[src/rtl/multicycle_control_pkg.sv]
// Shared encodings for the multi-cycle MIPS-subset control unit: ALU commands,
// opcode/funct values, datapath mux selects and the sequencer state set.
package control_defs;

    localparam logic [2:0] ALU_ADD = 3'b000;
    localparam logic [2:0] ALU_SUB = 3'b001;
    localparam logic [2:0] ALU_SLT = 3'b010;
    localparam logic [2:0] ALU_XOR = 3'b011;

    localparam logic [5:0] OP_RTYPE = 6'h00;
    localparam logic [5:0] OP_J     = 6'h02;
    localparam logic [5:0] OP_JAL   = 6'h03;
    localparam logic [5:0] OP_BNE   = 6'h05;
    localparam logic [5:0] OP_ADDI  = 6'h08;
    localparam logic [5:0] OP_XORI  = 6'h0e;
    localparam logic [5:0] OP_LW    = 6'h23;
    localparam logic [5:0] OP_SW    = 6'h2b;

    localparam logic [5:0] FN_JR  = 6'h08;
    localparam logic [5:0] FN_ADD = 6'h20;
    localparam logic [5:0] FN_SUB = 6'h22;
    localparam logic [5:0] FN_SLT = 6'h2a;

    localparam logic [1:0] PC_PLUS4  = 2'd0;
    localparam logic [1:0] PC_BRANCH = 2'd1;
    localparam logic [1:0] PC_JUMP   = 2'd2;
    localparam logic [1:0] PC_REG    = 2'd3;

    localparam logic [1:0] RD_RT  = 2'd0;
    localparam logic [1:0] RD_RD  = 2'd1;
    localparam logic [1:0] RD_R31 = 2'd2;

    localparam logic [1:0] WBS_ALU = 2'd0;
    localparam logic [1:0] WBS_MEM = 2'd1;
    localparam logic [1:0] WBS_PC4 = 2'd2;

    typedef enum logic [3:0] {
        ST_FETCH, ST_DECODE, ST_ADDR, ST_MEM_RD, ST_MEM_WR, ST_WB_MEM,
        ST_EXEC_R, ST_WB_R, ST_EXEC_I, ST_WB_I, ST_BRANCH, ST_TRAP
    } state_e;

    // Jumps complete inside DECODE, so they go straight back to FETCH.
    function automatic state_e decode_next(input logic [5:0] op, input logic [5:0] fn);
        state_e s;
        s = ST_TRAP;
        case (op)
            OP_RTYPE: begin
                if (fn == FN_ADD || fn == FN_SUB || fn == FN_SLT) s = ST_EXEC_R;
                else if (fn == FN_JR) s = ST_FETCH;
            end
            OP_J, OP_JAL:    s = ST_FETCH;
            OP_BNE:          s = ST_BRANCH;
            OP_LW, OP_SW:    s = ST_ADDR;
            OP_ADDI, OP_XORI: s = ST_EXEC_I;
            default:         s = ST_TRAP;
        endcase
        return s;
    endfunction

    function automatic logic [2:0] r_command(input logic [5:0] fn);
        case (fn)
            FN_SUB:  return ALU_SUB;
            FN_SLT:  return ALU_SLT;
            default: return ALU_ADD;
        endcase
    endfunction

    function automatic logic [2:0] i_command(input logic [5:0] op);
        return (op == OP_XORI) ? ALU_XOR : ALU_ADD;
    endfunction

endpackage

[src/rtl/mem_watchdog.sv]
// Counts cycles a memory request has been waiting; flags the cycle in which
// the wait reaches the timeout limit.
module mem_watchdog #(
    parameter int MEM_TIMEOUT = 16,
    parameter int TMO_W       = 5
) (
    input  logic clk_i,
    input  logic rst_i,
    input  logic start_i,
    input  logic waiting_i,
    input  logic ready_i,
    output logic expired_o
);

    logic [TMO_W-1:0] cnt_q, cnt_d;

    always_comb begin
        cnt_d = cnt_q;
        if (start_i || ready_i) cnt_d = '0;
        else if (waiting_i)     cnt_d = cnt_q + TMO_W'(1);
    end

    always_ff @(posedge clk_i or posedge rst_i) begin
        if (rst_i) cnt_q <= '0;
        else       cnt_q <= cnt_d;
    end

    // This waiting cycle is the one that brings the count up to the limit.
    assign expired_o = waiting_i && (cnt_q == TMO_W'(MEM_TIMEOUT - 1));

endmodule

[src/rtl/multicycle_control.sv]
// Multi-cycle sequencer for the MIPS-subset datapath: walks each instruction
// through fetch/decode/execute/memory/writeback and drives the datapath strobes.
module multicycle_control
    import control_defs::*;
#(
    parameter int MEM_TIMEOUT = 16,
    parameter int TMO_W       = 5
) (
    input  logic       clk,
    input  logic       reset,
    input  logic [5:0] opcode,
    input  logic [5:0] funct,
    input  logic       zero,
    input  logic       memReady,
    output logic       memReq,
    output logic       memWrite,
    output logic       iorD,
    output logic       irWrite,
    output logic       pcWrite,
    output logic [1:0] pcSource,
    output logic       writeReg,
    output logic [1:0] regDest,
    output logic [1:0] wbSource,
    output logic       ALUoperandSource,
    output logic [2:0] command,
    output logic       fault,
    output logic       retired
);

    state_e state_q, state_d;
    logic   wd_start, wd_expired;

    always_ff @(posedge clk or posedge reset) begin
        if (reset) state_q <= ST_FETCH;
        else       state_q <= state_d;
    end

    always_comb begin
        state_d = state_q;
        case (state_q)
            ST_FETCH: begin
                if (memReady)        state_d = ST_DECODE;
                else if (wd_expired) state_d = ST_TRAP;
            end
            ST_DECODE: state_d = decode_next(opcode, funct);
            ST_EXEC_R: state_d = ST_WB_R;
            ST_EXEC_I: state_d = ST_WB_I;
            ST_ADDR:   state_d = (opcode == OP_SW) ? ST_MEM_WR : ST_MEM_RD;
            ST_MEM_RD: begin
                if (memReady)        state_d = ST_WB_MEM;
                else if (wd_expired) state_d = ST_TRAP;
            end
            ST_MEM_WR: begin
                if (memReady)        state_d = ST_FETCH;
                else if (wd_expired) state_d = ST_TRAP;
            end
            ST_WB_R, ST_WB_I, ST_WB_MEM, ST_BRANCH: state_d = ST_FETCH;
            ST_TRAP:   state_d = ST_TRAP;
            default:   state_d = ST_TRAP;
        endcase
    end

    // Outputs are forced low for as long as reset is held, not just after the edge.
    always_comb begin
        memReq           = 1'b0;
        memWrite         = 1'b0;
        iorD             = 1'b0;
        irWrite          = 1'b0;
        pcWrite          = 1'b0;
        pcSource         = PC_PLUS4;
        writeReg         = 1'b0;
        regDest          = RD_RT;
        wbSource         = WBS_ALU;
        ALUoperandSource = 1'b0;
        command          = ALU_ADD;
        fault            = 1'b0;
        retired          = 1'b0;
        if (!reset) begin
            case (state_q)
                ST_FETCH: begin
                    memReq  = 1'b1;
                    irWrite = memReady;
                    pcWrite = memReady;
                end
                ST_DECODE: begin
                    if (opcode == OP_J || opcode == OP_JAL) begin
                        pcWrite  = 1'b1;
                        pcSource = PC_JUMP;
                        retired  = 1'b1;
                    end
                    if (opcode == OP_JAL) begin
                        writeReg = 1'b1;
                        regDest  = RD_R31;
                        wbSource = WBS_PC4;
                    end
                    if (opcode == OP_RTYPE && funct == FN_JR) begin
                        pcWrite  = 1'b1;
                        pcSource = PC_REG;
                        retired  = 1'b1;
                    end
                end
                ST_EXEC_R: command = r_command(funct);
                ST_EXEC_I: begin
                    ALUoperandSource = 1'b1;
                    command          = i_command(opcode);
                end
                ST_WB_R: begin
                    writeReg = 1'b1;
                    regDest  = RD_RD;
                    retired  = 1'b1;
                end
                ST_WB_I: begin
                    writeReg = 1'b1;
                    retired  = 1'b1;
                end
                ST_BRANCH: begin
                    command  = ALU_SUB;
                    pcSource = PC_BRANCH;
                    pcWrite  = ~zero;
                    retired  = 1'b1;
                end
                ST_ADDR: ALUoperandSource = 1'b1;
                ST_MEM_RD: begin
                    memReq = 1'b1;
                    iorD   = 1'b1;
                end
                ST_MEM_WR: begin
                    memReq   = 1'b1;
                    memWrite = 1'b1;
                    iorD     = 1'b1;
                    retired  = memReady;
                end
                ST_WB_MEM: begin
                    writeReg = 1'b1;
                    wbSource = WBS_MEM;
                    retired  = 1'b1;
                end
                ST_TRAP: fault = 1'b1;
                default: fault = 1'b1;
            endcase
        end
    end

    assign wd_start = (state_d != state_q) &&
                      (state_d == ST_FETCH || state_d == ST_MEM_RD || state_d == ST_MEM_WR);

    mem_watchdog #(
        .MEM_TIMEOUT(MEM_TIMEOUT),
        .TMO_W      (TMO_W)
    ) u_watchdog (
        .clk_i    (clk),
        .rst_i    (reset),
        .start_i  (wd_start),
        .waiting_i(memReq && !memReady),
        .ready_i  (memReady),
        .expired_o(wd_expired)
    );

endmodule

[config.mk]
export PLATFORM = sky130hd
export DESIGN_NAME = multicycle_control
export DESIGN_NICKNAME = d
export VERILOG_FILES = /design/src/rtl/multicycle_control_pkg.sv /design/src/rtl/mem_watchdog.sv /design/src/rtl/multicycle_control.sv
export SDC_FILE = /design/constraint.sdc
export NUM_CORES = 1
export LEC_CHECK = 0
export CAP_MARGIN = 40
export CORE_UTILIZATION = 52
export DETAILED_ROUTE_END_ITERATION = 10
export HOLD_SLACK_MARGIN = 0.02
export PLACE_DENSITY = 0.85
export SLEW_MARGIN = 10
export SYNTH_ARGS = -nofsm -noshare
export SYNTH_HDL_FRONTEND = slang
export SYNTH_SLANG_ARGS = --single-unit
[constraint.sdc]
create_clock -name clk -period 3.66 [get_ports clk]
set_input_delay 0.366 -clock clk [delete_from_list [all_inputs] [get_ports clk]]
set_output_delay 0.366 -clock clk [all_outputs]
set_load 0.005 [all_outputs]
==> impl_metrics.json, run 1 <==
{
  "status": "finished clean",
  "timing.final.crit_share": 0.896,
  "grtUsageTotal": 0.264,
  "crit-reg2reg-launch": "u_watchdog.cnt_q[0]$_DFFE_PP0P_",
  "die_w_um": 51.2,
  "wl_met2_um": 1530,
  "ys_ff_latch": 9,
  "post_layout_nonfiller_instances": 219,
  "drc": 0,
  "power_w": 0.000953,
  "synth_top_area_share": 0.179,
  "dp_hpwl_um": 2510,
  "yosysMostFrequentCell": "nor2_1",
  "drt_iter0_drc": 41,
  "synth_mux_area_frac": 0.00795,
  "synth_top_family_by_area": "simple AND/OR/NAND/NOR gates",
  "worstPathMaxFanout": 11,
  "hp-class": "reg2reg",
  "cts_buffer_depth": 2,
  "dominantRegCellSynth": "dfrtp_1",
  "antenna_found_initial": 0,
  "final_cell_area_sq_um": 1580,
  "ys_types": 50,
  "tightest_slew_ns": 0.630,
  "r2r_setup_slack_ns": 0.93,
  "placed_area_sq_um": 1550,
  "p_leak_nw": 0.574,
  "synthTopCellsByCount": "nor2_1 (18), nand2_1 (15), a21oi_1 (10), o21ai_0 (10), dfrtp_1 (9)",
  "synth_xor_area_frac": 0.0417,
  "fin_skew_ns": 0.00159,
  "ant_nets": 0,
  "yosysWarningCount": 0,
  "clock_latency_ns": 0.26,
  "coreArea_sq_um": 2250,
  "syn_avg_cell_area_sq_um": 7.58,
  "reg2reg_depth": 10,
  "ios": 34,
  "vias": 1319,
  "max_cap_violations": 0,
  "placementRows": 17,
  "min_from": "u_watchdog.cnt_q[3]$_DFFE_PP0P_",
  "io_buffers": 32,
  "final_max_slew_viol_count": 0,
  "finalSetupTns_ns": 0,
  "cts_tree": "built",
  "worstReg2RegEnd": "u_watchdog.cnt_q[0]$_DFFE_PP0P_",
  "setup_violations": 0,
  "vias_per_cell": 6.02,
  "met3_length_um": 179,
  "drive_gt1_frac": 0.110,
  "avgRoutedWirePerCell_um": 14.6,
  "cts_root_buffer": "clkbuf_4",
  "crit_start": "opcode[0]",
  "first_pass_iters": 4,
  "max_freq_mhz": 305,
  "synthAdderAreaFrac": 0.0199,
  "first_global_vias": 1181,
  "start_util": 0.558,
  "die_area_sq_um": 2620,
  "ys_seq_area_frac": 0.179,
  "p_per_area_nw_per_um2": 604,
  "syn_nets": 184,
  "area.growth.synth_to_final_pct": 25.2,
  "yosysTopAreaCell": "dfrtp_1",
  "setup_slack_ns": 0.382,
  "rsz0062_at_grt": "false",
  "fillers": 213,
  "synthSimpleGateAreaFrac": 0.414,
  "clk_pin_slew_ns": 0.06,
  "wirelength_um": 3200,
  "ir_drop_v": 0.000509,
  "gp_congestion": 0.908,
  "numCtsBuffers": 3,
  "cts_setup_buffers": 0,
  "dp_slack_ns": 0.422,
  "drt-met1-wl_um": 1450,
  "period_needed_ns": 3.28,
  "htree_levels": 1,
  "required_ns": 3.29,
  "dp.cells": 215,
  "syn_area_sq_um": 1260,
  "hold_violations": 0,
  "die_h_um": 51.2,
  "start_kind": "primary input",
  "ctsHoldBuffers": 0,
  "timing.hold.worst_path_depth": 2,
  "grt_max_degree": 20,
  "synth-compound-area-share": 0.257,
  "endpoint_kind": "output pin",
  "ys_top_cells_by_area": "dfrtp_1 (18%), nor2_1 (5.4%), nor3_2 (4.8%)",
  "nets": 210,
  "diodes": 0,
  "worstHoldEndpoint": "u_watchdog.cnt_q[3]$_DFFE_PP0P_",
  "cts.repair.resized": 0,
  "slew_headroom": 0.580,
  "grt_first_pass_wirelength_um": 5220,
  "arrival_ns": 2.91,
  "synthCells": 166,
  "overflow": 0,
  "cts.sinks": 9,
  "crit_type": "in2out",
  "async_flop_share": 1.00,
  "routed.top_layer": "met4",
  "synth_edf_count": 0
}
==> where the power goes <==
part	leakage (nW)	internal [W]	switching (W)
combinational	0.441	0.000287	0.000355
clock	0.0150	0.0000419	0.0000330
sequential	0.118	0.000131	0.000105
total	0.574	0.000460	0.000493
==> critical path, stage by stage <==
cell and delay (ns):
clkdlybuf4s50_1 0.59, nor4_2 0.36, nand3_1 0.18, nor3_1 0.28
o21ai_0 0.19, o21ai_0 0.15, a21oi_1 0.09, nor3_1 0.17
clkdlybuf4s50_1 0.54
==> per-layer routing <==
metal / track usage / vias to the layer above
li1: - / 666
met1: 0.335 / 600
met2: 0.443 / 47
met3: 0.0476 / 6
met4: 0.0926 / 0
met5: 0 / -
==> per-stage QoR <==
stage	hold WS [ns]	util
global placement	0.544	0.688
floorplan	0.236	-
global route	0.609	0.699
CTS	0.587	0.699
finish	0.582	0.699
detailed placement	0.570	0.688
==> registers in the layout (all words and copies together) (netlist names) <==
signal and cells:
state_q 4, u_watchdog.cnt_q 5
==> cell type report <==
type                       instances  area [sq um]  area share
clock buffer                       4          26.3      0.0167
inverter                           7          26.3      0.0167
multi-input combinational        138           936       0.594
sequential                         9           225       0.143
tap                               28          35.0      0.0222
timing repair buffer              33           328       0.208
==> how the worst max path moves through the flow <==
| stage | depth (start not counted) | end |
|---|---|---|
| floorplan | 10 | u_watchdog.cnt_q[0]$_DFFE_PP0P_ |
| global placement | 9 | pcWrite |
| detailed placement | 9 | pcWrite |
| CTS | 9 | pcWrite |
| global route | 9 | pcWrite |
| finish | 9 | pcWrite |
==> placed cells by master, fill, tap and decap left out, types with 4 or more instances in the layout <==
| master | netlist | final |
|---|---|---|
| clkdlybuf4s50_1 | 0 | 32 |
| inv_1 | 7 | 7 |
| nor2b_1 | 4 | 4 |
| nand3_1 | 7 | 7 |
| o21ai_0 | 10 | 10 |
| and4_1 | 4 | 4 |
| nor2_1 | 18 | 18 |
| nor3_1 | 6 | 6 |
| nor3_2 | 6 | 6 |
| nand2_1 | 15 | 15 |
| dfrtp_1 | 9 | 9 |
| a31oi_1 | 4 | 4 |
| a21oi_1 | 10 | 10 |
==> logic make-up after synthesis <==
logic type | count (synthesis)
xor gates and xnor gates | 6
and+or+nand+nor | 85
buffers and inverters | 19
AOI/OAI and AO/OA | 43
other | 1
muxes | 1
adders and majority gates | 2
DFF | 9
(Power assumes the default switching activity.)
==> inputs of run 2 (changes only) <==
- REMOVE_ABC_BUFFERS: default -> 1
==> run 2 against run 1 <==
Effect of this change:
- sequential power barely moved
- cell count is the same
- first-iteration DRC count is 20% lower
- clock skew about the same
- via count grew 1.7%
- non-clock buffer count unchanged
- combinational power is essentially flat
- register-to-register slack better by 0.03 ns
- sequential share of layout area barely moved
- largest power group unchanged
==> impl_metrics.json, run 2 (same netlist as run 1, synthesis figures left out) <==
{
  "p_per_area_nw_per_um2": 605,
  "grtUsageTotal": 0.273,
  "gp_congestion": 0.852,
  "first_pass_iters": 4,
  "drt-met1-wl_um": 1380,
  "ios": 34,
  "required_ns": 3.29,
  "placementRows": 17,
  "grt_max_degree": 20,
  "cts.repair.resized": 0,
  "first_global_vias": 1239,
  "avgRoutedWirePerCell_um": 14.6,
  "regArea_sq_um": 225,
  "finalSetupTns_ns": 0,
  "drt_iter0_drc": 33,
  "ant_nets": 0,
  "ir_drop_v": 0.000470,
  "dp_slack_ns": 0.461,
  "cp.buffers_inverters": 2,
  "cts.sinks": 9,
  "hp-class": "reg2reg",
  "max_cap_violations": 0,
  "max_stage_delay_ns": 0.59,
  "clock_latency_ns": 0.27,
  "worstPathCellList": "clkdlybuf4s50_1, nor4_2, nand3_1, nor3_1, o21ai_0, o21ai_0, a21oi_1, nor3_1, clkdlybuf4s50_1",
  "regMostFlops": "u_watchdog.cnt_q",
  "period_needed_ns": 3.22,
  "worstPathMaxFanout": 11,
  "cts_tree": "built",
  "r2r_setup_slack_ns": 0.96,
  "top_regs": "u_watchdog.cnt_q: 5 flops, state_q: 4 flops",
  "io_buffers": 32,
  "cts_buffer_depth": 2,
  "max_freq_mhz": 311,
  "clk_pin_slew_ns": 0.06,
  "die_area_sq_um": 2620,
  "area.growth.synth_to_final_pct": 25.3,
  "vias": 1341,
  "vias_per_cell": 6.12,
  "critical-path-top-delay-family": "buffers and inverters",
  "setup_slack_ns": 0.440,
  "diodes": 0,
  "drc": 0,
  "status": "finished clean",
  "dp_hpwl_um": 2500,
  "fin_skew_ns": 0.00209,
  "final_common_cell": "clkdlybuf4s50_1",
  "die_w_um": 51.2,
  "wl_met2_um": 1570,
  "start_kind": "primary input",
  "cts_root_buffer": "clkbuf_4",
  "wirelength_um": 3190,
  "grt_first_pass_wirelength_um": 5390,
  "tightest_slew_ns": 0.625,
  "drive_gt1_frac": 0.115,
  "setup_violations": 0,
  "largest_reg_flops": 5,
  "rsz0062_at_grt": "false",
  "mostFrequentLayoutCells": "clkdlybuf4s50_1 (32), nor2_1 (18), nand2_1 (15)",
  "p_leak_nw": 0.576,
  "met3_length_um": 228,
  "routed.top_layer": "met4",
  "nets": 210,
  "final_max_slew_viol_count": 0,
  "crit_type": "in2out",
  "start_util": 0.558,
  "coreArea_sq_um": 2250,
  "numCtsBuffers": 3,
  "timing.final.crit_share": 0.880,
  "antenna_found_initial": 0,
  "multiInputGateArea_sq_um": 936,
  "htree_levels": 1,
  "overflow": 0,
  "fillers": 191,
  "hold_violations": 0,
  "endpoint_kind": "output pin",
  "slowest_stage": "clkdlybuf4s50_1",
  "slew_headroom": 0.583,
  "cts_setup_buffers": 0,
  "arrival_ns": 2.85,
  "die_h_um": 51.2,
  "ctsHoldBuffers": 0
}
==> run 2: per-layer routing <==
layer,GRT usage,vias up
li1,-,669
met1,0.339,612
met2,0.469,57
met3,0.0655,3
met4,0.0648,0
met5,0,-
==> run 2: power breakdown <==
group / total (W) / internal [W] / leakage (nW) / switching [W]
registers: 0.000238 / 0.000131 / 0.118 / 0.000107
logic: 0.000639 / 0.000287 / 0.441 / 0.000352
clock network: 0.0000787 / 0.0000405 / 0.0177 / 0.0000382
==> run 2: worst reg2reg max path: cells and delay by family (launching register included) <==
kind	cells	cell delay [ns]
simple gates	3	0.50
fa+ha+maj	2	0.32
flops	1	0.38
compound gates	5	1.35
==> run 2: layout make-up <==
| type | instances | area share |
|---|---|---|
| clock buffer | 3 | 0.0143 |
| clock inverter | 1 | 0.00317 |
| inverter | 7 | 0.0167 |
| multi-input combinational | 138 | 0.593 |
| sequential | 9 | 0.143 |
| tap | 28 | 0.0222 |
| timing repair buffer | 33 | 0.208 |
==> run 2: final timing paths <==
check | start | endpoint | cells after the start
setup / recovery | opcode[0] | pcWrite | 9
hold / removal | u_watchdog.cnt_q[3]$_DFFE_PP0P_ | u_watchdog.cnt_q[3]$_DFFE_PP0P_ | 2
setup reg to reg | u_watchdog.cnt_q[0]$_DFFE_PP0P_ | u_watchdog.cnt_q[2]$_DFFE_PP0P_ | 10
hold reg to reg | u_watchdog.cnt_q[3]$_DFFE_PP0P_ | u_watchdog.cnt_q[3]$_DFFE_PP0P_ | 2
max in group asynchronous | reset | state_q[2]$_DFF_PP0_ | 3
min in group asynchronous | reset | state_q[1]$_DFF_PP0_ | 3
==> run 2: metrics by stage <==
step / cells / util / area (sq um) / total power (W) / hold slack [ns]
after CTS: 219 / 0.700 / 1580 / 0.000954 / 0.574
after global routing: 219 / 0.700 / 1580 / 0.00104 / 0.621
final: 219 / 0.700 / 1580 / 0.000955 / 0.567
after detailed placement: 215 / 0.688 / 1550 / 0.000869 / 0.555
after floorplan: 154 / - / 1190 / 0.000676 / 0.236
after global placement: 215 / 0.688 / 1550 / 0.000848 / 0.545
==> inputs of run 3 (changes only) <==
- CORE_UTILIZATION: 52 -> 25
- DONT_BUFFER_PORTS: default -> 1
- PLACE_DENSITY: 0.85 -> default
==> run 3 against run 2 <==
Effect of this change:
- cell count is 3.2% higher
- sequential cell count stayed put
- core utilization is 42 points lower
- sequential power hardly changed
- sequential share of layout area is 2.7 points higher
- worst hold slack worse by 0.51 ns
- die area is 100% higher
- power is 4.8% lower
- routed wire length is 2.3% higher
- critical path depth is 4 lower
- count of clock-buffer cells in the layout is 1 higher
- first-iteration DRC count grew to 3.4 times the previous value
- critical endpoint unchanged
- largest cell class unchanged
==> impl_metrics.json, run 3 (same netlist as run 1, synthesis figures left out) <==
{
  "fin_util": 0.277,
  "final_common_cell": "nor2_1",
  "cts_tree": "built",
  "die_h_um": 73.0,
  "overflow": 0,
  "first_global_vias": 1126,
  "max_cap_violations": 0,
  "rsz0062_at_grt": "false",
  "top_regs": "u_watchdog.cnt_q: 5 flops, state_q: 4 flops",
  "vias_per_cell": 5.37,
  "cts_setup_buffers": 0,
  "regMostFlops": "u_watchdog.cnt_q",
  "drc": 0,
  "numCtsBuffers": 3,
  "cts.repair.resized": 0,
  "worstPathMaxFanout": 19,
  "placementRows": 25,
  "grtUsageTotal": 0.131,
  "ctsHoldBuffers": 0,
  "cts.sinks": 9,
  "crit_type": "reg2out",
  "gp_congestion": 0.867,
  "antenna_found_initial": 0,
  "period_needed_ns": 2.62,
  "die_area_sq_um": 5320,
  "grt_max_degree": 20,
  "fin_skew_ns": 0.00175,
  "hold_violations": 0,
  "ant_nets": 0,
  "timing.final.crit_share": 0.715,
  "arrival_ns": 2.25,
  "coreArea_sq_um": 4790,
  "p_per_area_nw_per_um2": 687,
  "hp-class": "in2async",
  "io_buffers": 0,
  "nets": 178,
  "htree_levels": 1,
  "slew_headroom": 0.556,
  "vias": 1214,
  "cts_buffer_depth": 2,
  "drive_gt1_frac": 0.132,
  "die_w_um": 73.0,
  "dp_hpwl_um": 2480,
  "endpoint_kind": "output pin",
  "diodes": 0,
  "start_util": 0.263,
  "cts_root_buffer": "clkbuf_8",
  "clk_pin_slew_ns": 0.04,
  "first_pass_iters": 4,
  "wirelength_um": 3260,
  "drt_iter0_drc": 111,
  "avgRoutedWirePerCell_um": 14.4,
  "tightest_slew_ns": 0.666,
  "setup_violations": 0,
  "ir_drop_v": 0.000232,
  "finalSetupTns_ns": 0,
  "grt_first_pass_wirelength_um": 5460,
  "required_ns": 3.29,
  "area.growth.synth_to_final_pct": 5.17,
  "p_leak_nw": 0.464,
  "max_freq_mhz": 382,
  "ios": 34,
  "mostFrequentLayoutCells": "nor2_1 (18), nand2_1 (15), o21ai_0 (10), a21oi_1 (10), dfrtp_1 (9)",
  "clock_latency_ns": 0.23,
  "status": "finished clean",
  "largest_reg_flops": 5,
  "final_max_slew_viol_count": 0,
  "start_kind": "register"
}
-- run 3: changes by cell type in the layout (fill, tap and decap cells not counted), sizes merged --
cell           delta
clkdlybuf4s50    -32
clkbuf            +1
clkinv            -1
-- run 3: where the power goes --
group / internal [W] / switching (W)
clock: 0.0000758 / 0.0000381
combinational: 0.000229 / 0.000326
sequential: 0.000131 / 0.000109
total: 0.000436 / 0.000473
-- run 3: through the flow --
| stage | instance area, sq um | hold slack [ns] | power (W) | setup slack, ns | std cells |
|---|---|---|---|---|---|
| finish | 1320 | 0.0603 | 0.000909 | 1.04 | 226 |
| floorplan | 1190 | 0.236 | 0.000676 | 1.30 | 154 |
| global placement | 1280 | 0.292 | 0.000797 | 1.12 | 222 |
| CTS | 1320 | 0.0530 | 0.000913 | 1.06 | 226 |
| detailed placement | 1280 | 0.302 | 0.000792 | 1.09 | 222 |
| global route | 1320 | 0.0583 | 0.000992 | 0.792 | 226 |
-- run 3: cell type report --
type	instances	area (sq um)
multi-input combinational	138	936
sequential	9	225
tap	67	83.8
clock buffer	4	45.0
timing repair buffer	1	7.51
inverter	7	26.3
fill	527	3460
-- run 3: worst max-delay path, stage by stage (launching register included) --
cell	delay (ns)
dfrtp_1	0.70
nor4b_2	0.52
o21ai_0	0.32
o21ai_0	0.16
a21oi_1	0.09
nor3_1	0.23
-- run 3: path summary, 6_finish.rpt --
check                                                 from                               to  slack (ns)  cells past startpoint
max                                   state_q[0]$_DFF_PP0_                          pcWrite        1.04                      5
min in group clk                                  memReady  u_watchdog.cnt_q[0]$_DFFE_PP0P_        0.19                      1
min reg2reg                u_watchdog.cnt_q[3]$_DFFE_PP0P_  u_watchdog.cnt_q[3]$_DFFE_PP0P_        0.57                      2
max in group asynchronous                            reset             state_q[1]$_DFF_PP0_        3.44                      2
min                                                  reset  u_watchdog.cnt_q[3]$_DFFE_PP0P_        0.06                      2
max reg2reg                u_watchdog.cnt_q[0]$_DFFE_PP0P_  u_watchdog.cnt_q[1]$_DFFE_PP0P_        1.09                     10
-- run 3: metal layers --
metal,share of wire,global-route usage,vias to the layer above
li1,-,-,604
met1,0.48,0.188,572
met2,0.44,0.192,36
met3,0.066,0.0290,2
met4,0.0074,0.0458,0
met5,0,0,-
